### config.mk
export PLATFORM = sky130hd
export DESIGN_NAME = ntt4_input_loader_flat
export DESIGN_NICKNAME = d
export VERILOG_FILES = /design/src/rtl/ntt4_input_loader_if.sv /design/src/rtl/ntt4_input_loader.sv /design/src/flat_wrapper.sv
export SDC_FILE = /design/constraint.sdc
export NUM_CORES = 1
export LEC_CHECK = 0
export BUFFER_PORTS_ARGS = -buffer_cell sky130_fd_sc_hd__buf_4
export CAP_MARGIN = 20
export CORE_MARGIN = 3
export CORE_UTILIZATION = 45
export DETAILED_ROUTE_END_ITERATION = 6
export GPL_TIMING_DRIVEN = 1
export SKIP_CTS_REPAIR_TIMING = 1
export SLEW_MARGIN = 20
export SYNTH_ARGS = -nofsm -noshare
export SYNTH_HDL_FRONTEND = slang
export SYNTH_SLANG_ARGS = --single-unit
### constraint.sdc
create_clock -name clk -period 18.42 [get_ports clk]
set_input_delay 3.684 -clock clk [delete_from_list [all_inputs] [get_ports clk]]
set_output_delay 3.684 -clock clk [all_outputs]
set_load 0.005 [all_outputs]
### src/rtl/ntt4_input_loader_if.sv
`default_nettype none
// +-------------------------------------------------------------------+
// | ntt4_input_loader_if : coefficient stream in, parallel frame out  |
// | Rev 1.0                                                           |
// +-------------------------------------------------------------------+
interface ntt4_input_loader_if #(
    parameter int WIDTH = 8
);
    logic             in_valid;
    logic             in_ready;
    logic [WIDTH-1:0] in_data;
    logic             in_last;
    logic [WIDTH-1:0] mod_in;
    logic             out_valid;
    logic             out_ready;
    logic [WIDTH-1:0] out_data [3:0];
    logic [WIDTH-1:0] out_mod;
    logic             frame_err;

    modport master (
        output in_valid, in_data, in_last, mod_in, out_ready,
        input  in_ready, out_valid, out_data, out_mod, frame_err
    );

    modport slave (
        input  in_valid, in_data, in_last, mod_in, out_ready,
        output in_ready, out_valid, out_data, out_mod, frame_err
    );
endinterface
`default_nettype wire

### src/rtl/ntt4_input_loader.sv
`default_nettype none
// +-------------------------------------------------------------------+
// | ntt4_input_loader : ping-pong loader reducing and bit-reversing   |
// | 4-coefficient frames for the NTT butterfly network.  Rev 1.0      |
// +-------------------------------------------------------------------+
module ntt4_input_loader #(
    parameter int WIDTH = 8
) (
    input  wire                  clk,
    input  wire                  rst,
    ntt4_input_loader_if.slave   bus
);
    logic [WIDTH-1:0] r_slot [2][4];
    logic [WIDTH-1:0] r_mod  [2];
    logic             r_full [2];
    logic             r_wr_sel;
    logic             r_rd_sel;
    logic [1:0]       r_idx;
    logic             r_frame_err;

    logic             w_in_ready;
    logic             w_wr_fire;
    logic             w_rd_fire;
    logic [1:0]       w_slot;
    logic [WIDTH-1:0] w_m;
    logic [WIDTH-1:0] w_reduced;

    assign w_in_ready = !rst && !r_full[r_wr_sel];
    assign w_wr_fire  = bus.in_valid && w_in_ready;
    assign w_rd_fire  = r_full[r_rd_sel] && bus.out_ready;
    assign w_slot     = {r_idx[0], r_idx[1]};

    // The first beat of a frame reduces against the modulus arriving with it.
    assign w_m        = (r_idx == 2'd0) ? bus.mod_in : r_mod[r_wr_sel];
    assign w_reduced  = (w_m != '0) ? (bus.in_data % w_m) : bus.in_data;

    always_ff @(posedge clk or posedge rst) begin
        if (rst) begin
            for (int b = 0; b < 2; b++) begin
                for (int s = 0; s < 4; s++) begin
                    r_slot[b][s] <= '0;
                end
                r_mod[b]  <= '0;
                r_full[b] <= 1'b0;
            end
            r_wr_sel    <= 1'b0;
            r_rd_sel    <= 1'b0;
            r_idx       <= 2'd0;
            r_frame_err <= 1'b0;
        end else begin
            r_frame_err <= 1'b0;
            // Read release and write commit always touch different banks.
            if (w_rd_fire) begin
                r_full[r_rd_sel] <= 1'b0;
                r_rd_sel         <= ~r_rd_sel;
            end
            if (w_wr_fire) begin
                r_slot[r_wr_sel][w_slot] <= w_reduced;
                if (r_idx == 2'd0) begin
                    r_mod[r_wr_sel] <= bus.mod_in;
                end
                if (r_idx == 2'd3) begin
                    r_full[r_wr_sel] <= 1'b1;
                    r_wr_sel         <= ~r_wr_sel;
                    r_idx            <= 2'd0;
                    r_frame_err      <= !bus.in_last;
                end else if (bus.in_last) begin
                    r_idx       <= 2'd0;
                    r_frame_err <= 1'b1;
                end else begin
                    r_idx <= r_idx + 2'd1;
                end
            end
        end
    end

    assign bus.in_ready  = w_in_ready;
    assign bus.out_valid = r_full[r_rd_sel];
    assign bus.out_mod   = r_mod[r_rd_sel];
    assign bus.frame_err = r_frame_err;

    generate
        for (genvar g = 0; g < 4; g++) begin : g_out_slot
            assign bus.out_data[g] = r_slot[r_rd_sel][g];
        end
    endgenerate
endmodule
`default_nettype wire
### src/flat_wrapper.sv
// flat-port wrapper written by rule: the top's interface ports become plain ports
module ntt4_input_loader_flat 
#(
    parameter int WIDTH = 8
)
  (clk, rst, bus_in_valid, bus_in_data, bus_in_last, bus_mod_in, bus_out_ready, bus_in_ready, bus_out_valid, bus_out_data, bus_out_mod, bus_frame_err);
  ntt4_input_loader_if #(.WIDTH(WIDTH)) bus_i ();
  input  wire clk;
  input  wire rst;
  input wire logic [$bits(bus_i.in_valid)-1:0] bus_in_valid;
  input wire logic [$bits(bus_i.in_data)-1:0] bus_in_data;
  input wire logic [$bits(bus_i.in_last)-1:0] bus_in_last;
  input wire logic [$bits(bus_i.mod_in)-1:0] bus_mod_in;
  input wire logic [$bits(bus_i.out_ready)-1:0] bus_out_ready;
  output wire logic [$bits(bus_i.in_ready)-1:0] bus_in_ready;
  output wire logic [$bits(bus_i.out_valid)-1:0] bus_out_valid;
  output wire logic [$bits(bus_i.out_data)-1:0] bus_out_data;
  output wire logic [$bits(bus_i.out_mod)-1:0] bus_out_mod;
  output wire logic [$bits(bus_i.frame_err)-1:0] bus_frame_err;
  assign bus_i.in_valid = bus_in_valid;
  assign bus_i.in_data = bus_in_data;
  assign bus_i.in_last = bus_in_last;
  assign bus_i.mod_in = bus_mod_in;
  assign bus_i.out_ready = bus_out_ready;
  assign bus_in_ready = bus_i.in_ready;
  assign bus_out_valid = bus_i.out_valid;
  assign bus_out_data = {>>{bus_i.out_data}};
  assign bus_out_mod = bus_i.out_mod;
  assign bus_frame_err = bus_i.frame_err;
  ntt4_input_loader #(.WIDTH(WIDTH)) u_core (.clk(clk), .rst(rst), .bus(bus_i));
endmodule
### After elaboration in Yosys (flattened, before gate mapping)

Index checks and enable logic that the tools add are counted.

| operators by class | value |
|---|---|
| bitwise gates (word level) | 8 |
| $add $sub $neg | 1 |
| divide/modulo/power cells | 1 |
| equal/unequal tests | 1 |
| shifts and indexed selects | 0 |
| $mul | 0 |
| $lt $le $gt $ge | 6 |
| multiplexer cells | 37 |
| reduce and logical (&&, ||, !) cells | 13 |

Operator list:

| kind | number |
|---|---|
| two-way mux 32 bit | 4 |
| two-way mux 8 bit | 10 |
| bitwise mux 64 bit | 1 |
| demux 32 bit (select 1 bit) | 1 |
| bitwise mux 16 bit | 1 |
| demux 8 bit (select 2 bit) | 1 |
| two-way mux 1 bit | 11 |
| two-way mux 2 bit | 5 |
| demux 8 bit (select 1 bit) | 1 |
| modulo 8 x 8 -> 8 bit | 1 |
| nonzero test 8 bit | 1 |
| logical AND 1 bit | 6 |
| >= comparator 2 bit, second input constant | 2 |
| less-than comparator 2 x 1 -> 1 bit, second input constant | 2 |
| NOT 1 -> 2 bit | 2 |
| AND reduction 2 bit | 2 |
| >= comparator 3 bit, second input constant | 1 |
| logical NOT 1 bit | 3 |
| less-than comparator 3 x 1 -> 1 bit, second input constant | 1 |
| NOT 2 -> 3 bit | 1 |
| adder 2 x 1 -> 2 bit, second input constant | 1 |
| bitwise AND 2 bit | 1 |
| demux 1 bit (select 1 bit) | 2 |
| equality test 2 bit, second input constant | 1 |
| 4 further kinds | 5 |

| word-level totals | value |
|---|---|
| input bits | 21 |
| memory bits (read-only) | 0 |
| memories | 0 |
| output and inout port bits | 43 |
| RAM bits | 0 |
| register bits after elaboration | 87 |
| latch bits | 0 |

### Longest topological paths before layout

Gate-level depths: netlist of the first run.

| depth | value |
|---|---|
| depth in word-level cells | 11 |
| gate-level depth with buffers | 66 |
| mapped depth without buffers | 61 |

### Worst setup path after synthesis of the first run

OpenSTA, ideal clock, no wires.

| timing path | value |
|---|---|
| path type | input to register |
| start point | input bus_mod_in[7] |
| end point | register u_core.r_slot[14] in the netlist's numbering |
| path buffers | 2 |
| setup time | 0.134 ns |
| arrival time | 15.119 ns |
| cell stages on the path | 56 |
| slack | 3.167 ns |
| path through | nand2_1 -> o21ai_1 -> inv_2 -> nand2_1 -> nor3_1 -> nand3_1 -> nor2_1 -> a21oi_1 -> a21oi_1 -> ha_1 -> o21ai_0 -> o31a_1 -> or2_2 -> ha_1 -> o21a_1 -> o22ai_1 -> or2_2 -> a21o_1 -> [20 not listed] -> mux2i_1 -> inv_1 -> ha_1 -> o21a_1 -> o211ai_1 -> a21o_1 -> a21oi_1 -> nor2_1 -> a221oi_2 -> inv_1 -> ha_1 -> or2_2 -> a2111oi_0 -> o31a_1 -> nand2_1 -> o32a_1 -> nand2_1 -> o31ai_1 |

| between the ends | value |
|---|---|
| longest elaborated chain between the ends | 4 |
| elaborated cells between the ends (all ways) | 5 |

Ends and longest elaborated chain:

| item | RTL line | text |
|---|---|---|
| from (decl) | flat_wrapper.sv:13 | `input wire logic [$bits(bus_i.mod_in)-1:0] bus_mod_in;` |
| two-way mux 8 bit * | ntt4_input_loader.sv:34 | `assign w_m = (r_idx == 2'd0) ? bus.mod_in : r_mod[r_wr_sel];` |
| modulo 8 x 8 -> 8 bit or nonzero test 8 bit (tied branches) | ntt4_input_loader.sv:35 | `assign w_reduced = (w_m != '0) ? (bus.in_data % w_m) : bus.in_data;` |
| two-way mux 8 bit * | ntt4_input_loader.sv:35 |  |
| bitwise mux 64 bit * | ntt4_input_loader.sv:58 | `r_slot[r_wr_sel][w_slot] <= w_reduced;` |
| to (signal, indexed assignment) | ntt4_input_loader.sv:58 |  |
| to (decl) | ntt4_input_loader.sv:13 | `logic [WIDTH-1:0] r_slot [2][4];` |

Every way passes the cells marked *; elsewhere a longest branch is shown, timed or not.
A chain may end at the register's enable or synchronous reset.

### Worst setup path after layout of the first run

| timing path | value |
|---|---|
| start point | input bus_mod_in[7] |
| end point | register u_core.r_slot[33] in the netlist's numbering |

The elaborated chain is that of the path after synthesis.

==> flow_summary.toml, run 1 <==
[status]
status = "complete, no violations"

[critical_path]
critPathArrivalTime_ps = 17270
startpoint_type = "primary input"
slowest_stage = "a2111oi_0"
critPathRequiredTime_ps = 18690
max_stage_delay_ps = 620
path_class = "primary input to flop"
crit_top_cell = "ha_1"
cp_max_fo = 15
worst_setup_path_end_kind = "flop"

[route]
dr.pass1.iters = 6
drtAntennaViolNets = 0
drt_iter0_drc = 460
wl_um = 17550
wl_per_cell_um = 18.11
viasPerCell = 5.812
drc = 0
via_count = 5632

[synth]
synth.distinct_cells = 63
synth-compound-area-share_pct = 20.92
synthCells = 738
synth_mux_area_share_pct = 11.44
ys.flop_type = "dfrtp_1"
syn-num-nets = 801
synth_xor_area_share_pct = 2.762
synthSimpleGateAreaFrac_pct = 18.13
synth_seq_area_share_pct = 34.33
ys_seq_elements = 87
synth.cell_area_mm2 = 0.006341
synth_edf_count = 0
synthAdderAreaFrac_pct = 8.406
synth_async_sr_flop_share_pct = 100.0
ys_warn_count = 0
synth_top_family_by_area = "compound AO/OA/AOI/OAI gates"
postSynthAreaPerCell_um2 = 8.592

[clock_tree]
clock_insertion_delay_worst_skew_ps = 340
cts_tree = "done"
cts_root_buf = "clkbuf_16"
cts_buffers = 9
cts.path.max_buffers = 2
clk_pin_slew_worst_paths_ps = 60
clkSinkCount = 87
htree_levels = 3

[placement]
portBuffers = 63
gp_congestion = 0.9073
hpwlAfterDp_um = 12980

[sta]
setup_violations = 0
max_freq_ghz = 0.05882
relSlewSlack_pct = 35.36
worstMarginPinSlew_ps = 959.1
hold_violations = 0
rsz0062_at_grt = "false"
min_period_ps = 17000
fin_crit_sh_pct = 92.30
drv_slew = 0
fin_setup_tns_ps = 0
whs_ps = 474.4
finClkSkew_ps = 11.64

[layout]
fin_util_pct = 53.74
layout.cells.most_common_list = "nand2_1, dfrtp_1, buf_4, nor2_1, mux2_2"
antennaDiodeCount = 0
final_common_cell = "nand2_1"
area_growth_pct = 14.46
drive_above_1_share_pct = 20.81
nets = 851

[die]
die-area_mm2 = 0.01555
start_util_pct = 46.95
fp.dieW_um = 124.7
ios = 64
fp.dieH_um = 124.7
core_area_mm2 = 0.01351
row_count = 42

[global_route]
overflow = 0
grt_antenna_before_repair = 0
grt_start_max_net_pins = 88
grt_pass1_wl_um = 28520
grt_pass1_vias = 5544
grtUsageTotal_pct = 22.36

[run]
drv_cap = 0

[hold_path]
hold_class = "flop to flop"
critical path: cells and delay by family:
family / cells / cell delay [ps]
compound gates: 28 / 7120
fa+ha+maj: 7 / 2050
buf+inv: 5 / 730
mux: 2 / 550
simple gates: 15 / 3070
worst paths after layout:
check / cells after the start / to / slack, ps / start
max reg2reg: 57 / u_core.r_slot[33] / 3610 / u_core.r_idx[0]
max: 57 / u_core.r_slot[33] / 1420 / bus_mod_in[7]
min: 2 / u_core.r_slot[27] / 470 / u_core.r_slot[27]
min in group asynchronous: 3 / u_core.r_slot[32] / 3550 / rst
max in group asynchronous: 3 / u_core.r_slot[22] / 14280 / rst
min reg2reg: 2 / u_core.r_slot[27] / 470 / u_core.r_slot[27]
through the flow:
| step | setup WS (ps) | std cells | cell area, µm² |
|---|---|---|---|
| 6_report | 1419 | 969 | 7258 |
| 4_1_cts | 1344 | 968 | 7231 |
| 3_3_place_gp | 1391 | 952 | 6954 |
| 2_1_floorplan | 3167 | 738 | 6341 |
| 5_1_grt | 423.5 | 969 | 7258 |
| 3_5_place_dp | 1030 | 952 | 6954 |
synthesized netlist by cell type, types with 3 or more instances:
cell,instances,area [µm²]
o21ai_0,43,215.2
or2_2,4,25.02
nand2b_1,3,18.77
mux2i_1,14,140.1
o21ai_1,18,90.09
inv_1,27,101.4
nand3_1,6,30.03
clkbuf_1,23,86.33
nor3_1,10,50.05
a21oi_1,39,195.2
inv_2,4,15.01
buf_2,5,25.02
nor4_1,5,31.28
o211ai_1,5,37.54
mux2_2,52,585.6
o31a_1,4,35.03
nand2_1,125,469.2
and3_1,9,56.30
o22ai_1,20,125.1
dfrtp_1,87,2177
a21boi_0,3,22.52
o21ai_2,5,43.79
xor2_1,14,122.6
o21a_1,8,60.06
ha_1,41,513.0
a211oi_1,12,90.09
nor2b_1,4,25.02
a21o_1,10,75.07
o221ai_1,4,35.03
or3_1,5,31.28
nor2_1,67,251.5
o31ai_1,13,97.59
xnor2_1,6,52.55
and2_1,9,56.30
metal layers:
layer	share of wire [%]	wire, µm	vias to the layer above	GRT usage (%)
li1	-	-	2744	-
met1	45	7907	2697	29.54
met2	49	8514	156	37.66
met3	3.7	651	35	1.758
met4	2.7	478	0	9.607
met5	0	0	-	0
cell type report:
| class | instances | area [µm²] |
|---|---|---|
| clock buffer | 11 | 242.7 |
| tap | 176 | 220.2 |
| fill | 1277 | 6247 |
| clock inverter | 5 | 33.78 |
| multi-input combinational | 589 | 3924 |
| sequential | 87 | 2178 |
| inverter | 31 | 117.6 |
| timing repair buffer | 70 | 541.8 |
sequential cells by signal, indices dropped and copies added (netlist names):
register,cells
u_core.r_full,2
u_core.r_slot,64
u_core.r_rd_sel,1
u_core.bus.frame_err,1
u_core.r_wr_sel,1
u_core.r_idx,2
u_core.r_mod,16
kinds of logic after synthesis:
logic type | after synthesis
AND/OR/NAND/NOR | 257
AO/OA/AOI/OAI | 204
buffers and inverters | 62
multiplexers | 66
flip-flops | 87
adder cells (fa/ha/maj) | 42
XOR/XNOR | 20
Power of run 1 is left out: the tool's default activity adds up to more than one toggle a clock period on the data nets, which glitch-free logic cannot reach.
==> inputs of run 2 (changes only) <==
BUFFER_PORTS_ARGS = unset   (was -buffer_cell sky130_fd_sc_hd__buf_4)
DONT_BUFFER_PORTS = 1   (was unset)
clock period = 14.7 ns   (was 18.42 ns; I/O delays follow)
==> flow_summary.toml, run 2 (synthesis results as in run 1) <==
[route]
drt_iter0_drc = 382
drc = 0
via_count = 5492
wl_um = 17340
wl_met2_um = 8479
dr.pass1.iters = 6
top_layer = "met4"
wl_met3_um = 906
drtAntennaViolNets = 0
wl_per_cell_um = 18.72
viasPerCell = 5.931
wl_met1_um = 7624

[critical_path]
crit_top_cell = "a21o_1"
r2r_slack_ps = 2030
critPathArrivalTime_ps = 14300
worst_setup_path_end_kind = "flop"
cp_max_fo = 8
slowest_stage = "a2111oi_4"
worstRegToRegCells = 55
startpoint_type = "primary input"
max_stage_delay_ps = 400
path_class = "primary input to flop"
r2r-end = "u_core.r_slot[19]"
r2r_start = "u_core.r_idx[0]"
critPathRequiredTime_ps = 14960

[layout]
largest_register_ffs = 64
nets = 809
final_common_cell = "nand2_1"
top_register = "u_core.r_slot"
final_cells = 926
layout.cells.most_common_list = "nand2_1, dfrtp_1, nor2_1, mux2_2, o21ai_0"
area_growth_pct = 12.17
antennaDiodeCount = 0
reg.largest.list = "u_core.r_slot x64, u_core.r_mod x16"
drive_above_1_share_pct = 19.07

[die]
fp.dieH_um = 124.7
start_util_pct = 46.95
core_area_mm2 = 0.01351
ios = 64
row_count = 42
die-area_mm2 = 0.01555
fp.dieW_um = 124.7

[sta]
fin_crit_sh_pct = 95.53
hold_violations = 0
finClkSkew_ps = 9.528
max_freq_ghz = 0.07121
relSlewSlack_pct = 28.50
drv_slew = 0
worstMarginPinSlew_ps = 1072
min_period_ps = 14040
setup_violations = 0

[clock_tree]
htree_levels = 3
cts_root_buf = "clkbuf_16"
cts_tree = "done"
clkSinkCount = 87
cts_buffers = 9
clk_pin_slew_worst_paths_ps = 60
clock_insertion_delay_worst_skew_ps = 340
cts.path.max_buffers = 2

[status]
status = "complete, no violations"

[placement]
portBuffers = 0
placed_cells = 905
hpwlAfterDp_um = 12820
gp_congestion = 1.003

[global_route]
grt_start_max_net_pins = 61
overflow = 0
grtUsageTotal_pct = 21.95
grt_pass1_wl_um = 28010
grt_pass1_vias = 5380
grt_antenna_before_repair = 0

[hold_path]
worstHoldPathCells = 2
hold_class = "flop to flop"
hold_end = "u_core.r_slot[32]"
worst_hold_startpoint = "u_core.r_slot[32]"

[run]
drv_cap = 0
## run 2: how the worst max path moves through the flow
| stage | startpoint | end | slack (ps) | cells past startpoint |
|---|---|---|---|---|
| floorplan | bus_mod_in[7] | u_core.r_slot[14] | 190 | 56 |
| global placement | bus_mod_in[7] | u_core.r_slot[41] | -90 | 54 |
| detailed placement | bus_mod_in[7] | u_core.r_slot[25] | -420 | 54 |
| CTS | bus_mod_in[7] | u_core.r_slot[1] | -160 | 54 |
| global route | bus_mod_in[6] | u_core.r_slot[43] | -70 | 57 |
| finish | bus_mod_in[6] | u_core.r_slot[19] | 660 | 54 |
## run 2: area by class of cell
cell class | instances | area [µm²]
well taps | 176 | 220.2
repair buffers | 28 | 210.2
clock buffers | 9 | 225.2
clock inverters | 6 | 93.84
fillers | 1261 | 6392
inverters | 31 | 117.6
multi-input cells | 589 | 4068
flip-flops and latches | 87 | 2178
## run 2: through the flow
step / util, % / setup TNS [ps] / hold WS [ps] / setup slack [ps] / area, µm²
detailed placement: 48.88 / -11530 / 467.2 / -416.4 / 6601
global route: 52.67 / -253.7 / 509.3 / -65.96 / 7113
finish: 52.67 / 0 / 477.6 / 656.7 / 7113
global placement: 48.88 / -714.1 / 455.2 / -87.17 / 6601
CTS: 51.24 / -1829 / 483.2 / -159.3 / 6920
floorplan: - / 0 / 444.4 / 191.4 / 6341
## run 2: worst max-delay path: cells and delay by family
| kind | cells | cell delay, ps |
|---|---|---|
| compound gates | 27 | 5540 |
| fa+ha+maj | 7 | 2030 |
| buf+inv | 5 | 720 |
| mux | 2 | 690 |
| simple gates | 13 | 2380 |
## run 2: routing by layer
layer  global-route usage [%]  vias up
li1                         -     2656
met1                    28.56     2664
met2                    37.02      147
met3                    3.345       25
met4                    7.930        0
met5                        0        -
Power of run 2 is left out for the same reason.
==> inputs of run 3 (changes only) <==
REMOVE_ABC_BUFFERS = 1   (was unset)
==> flow_summary.toml, run 3 (synthesis results as in run 1) <==
[status]
status = "complete, no violations"

[route]
drt_iter0_drc = 359
wl_met2_um = 8274
top_layer = "met4"
drtAntennaViolNets = 0
drc = 0
wl_um = 17710
wl_per_cell_um = 19.02
wl_met1_um = 7618
wl_met3_um = 1405
via_count = 5546
dr.pass1.iters = 5
viasPerCell = 5.957

[die]
fp.dieH_um = 124.7
row_count = 42
core_area_mm2 = 0.01351
fp.dieW_um = 124.7
ios = 64
start_util_pct = 46.95
die-area_mm2 = 0.01555

[sta]
drv_slew = 0
finClkSkew_ps = 11.37
hold_violations = 0
fin_crit_sh_pct = 95.34
max_freq_ghz = 0.07135
min_period_ps = 14020
setup_violations = 0
relSlewSlack_pct = 27.42
worstMarginPinSlew_ps = 1089

[layout]
final_common_cell = "nand2_1"
nFillCells = 1254
fin_util_pct = 52.82
reg.largest.list = "u_core.r_slot x64, u_core.r_mod x16"
area_growth_pct = 12.49
nets = 813
multiInputGateArea_mm2 = 0.004085
antennaDiodeCount = 0
top_register = "u_core.r_slot"
drive_above_1_share_pct = 19.07
largest_register_ffs = 64
layout.cells.most_common_list = "nand2_1, dfrtp_1, nor2_1, mux2_2, o21ai_0"
register_area_mm2 = 0.002178

[placement]
gp_congestion = 0.8693
portBuffers = 0
hpwlAfterDp_um = 12930

[clock_tree]
clkSinkCount = 87
cts_buffers = 9
cts_tree = "done"
clk_pin_slew_worst_paths_ps = 70
cts_root_buf = "clkbuf_16"
clock_insertion_delay_worst_skew_ps = 350
cts.path.max_buffers = 2
htree_levels = 3

[critical_path]
slowest_stage = "a2111oi_4"
critPathRequiredTime_ps = 14910
cp_max_fo = 10
crit_top_cell = "ha_1"
critPathArrivalTime_ps = 14230
startpoint_type = "primary input"
path_class = "primary input to flop"
crit_start = "bus_mod_in[6]"
max_stage_delay_ps = 460
r2r_start = "u_core.r_idx[0]"
worst_setup_path_end_kind = "flop"

[global_route]
overflow = 0
grt_antenna_before_repair = 0
grtUsageTotal_pct = 22.62
grt_pass1_vias = 5478
grt_start_max_net_pins = 88
grt_pass1_wl_um = 28460

[hold_path]
worst_hold_startpoint = "u_core.r_slot[48]"
hold_class = "flop to flop"

[run]
drv_cap = 0
[run 3: critical path, delay by kind of cell]
| family | cells | cell delay (ps) |
|---|---|---|
| AOI/OAI and AO/OA | 28 | 5550 |
| muxes | 1 | 390 |
| and+or+nand+nor | 13 | 2820 |
| adders and majority gates | 7 | 2010 |
| buffers and inverters | 5 | 500 |
[run 3: worst paths after layout]
kind	end	slack, ps	depth (start not counted)
worst max-delay path	u_core.r_slot[62]	680	54
worst min-delay path	u_core.r_slot[48]	470	2
worst max register to register	u_core.r_slot[62]	2020	53
worst min register to register	u_core.r_slot[48]	470	2
max in group asynchronous	u_core.r_rd_sel	11470	2
min in group asynchronous	u_core.r_slot[63]	2680	2
[run 3: area by class of cell]
type	instances	area share [%]
Multi-Input combinational cell	590	57.27
Inverter	31	1.649
Tap cell	176	3.087
Sequential cell	87	30.54
Timing Repair Buffer	31	3.315
Clock buffer	13	3.789
Clock inverter	3	0.3508
[run 3: per-layer routing]
metal | track usage [%] | up-vias
li1 | - | 2668
met1 | 29.04 | 2657
met2 | 36.61 | 183
met3 | 7.204 | 38
met4 | 6.576 | 0
met5 | 0 | -
[run 3: stage by stage]
step | TNS, ps | hold slack [ps] | cell area, µm² | instances | setup WS [ps]
final | 0 | 474.9 | 7133 | 931 | 684.4
after global routing | -2187 | 498.2 | 7133 | 931 | -138.1
after CTS | -386.8 | 480.4 | 6934 | 926 | -56.03
after detailed placement | -8167 | 466.1 | 6639 | 910 | -372.7
after global placement | 0 | 456.6 | 6639 | 910 | 36.86
after floorplan | -16250 | 444.4 | 6203 | 707 | -422.1
Power of run 3 is left out for the same reason.
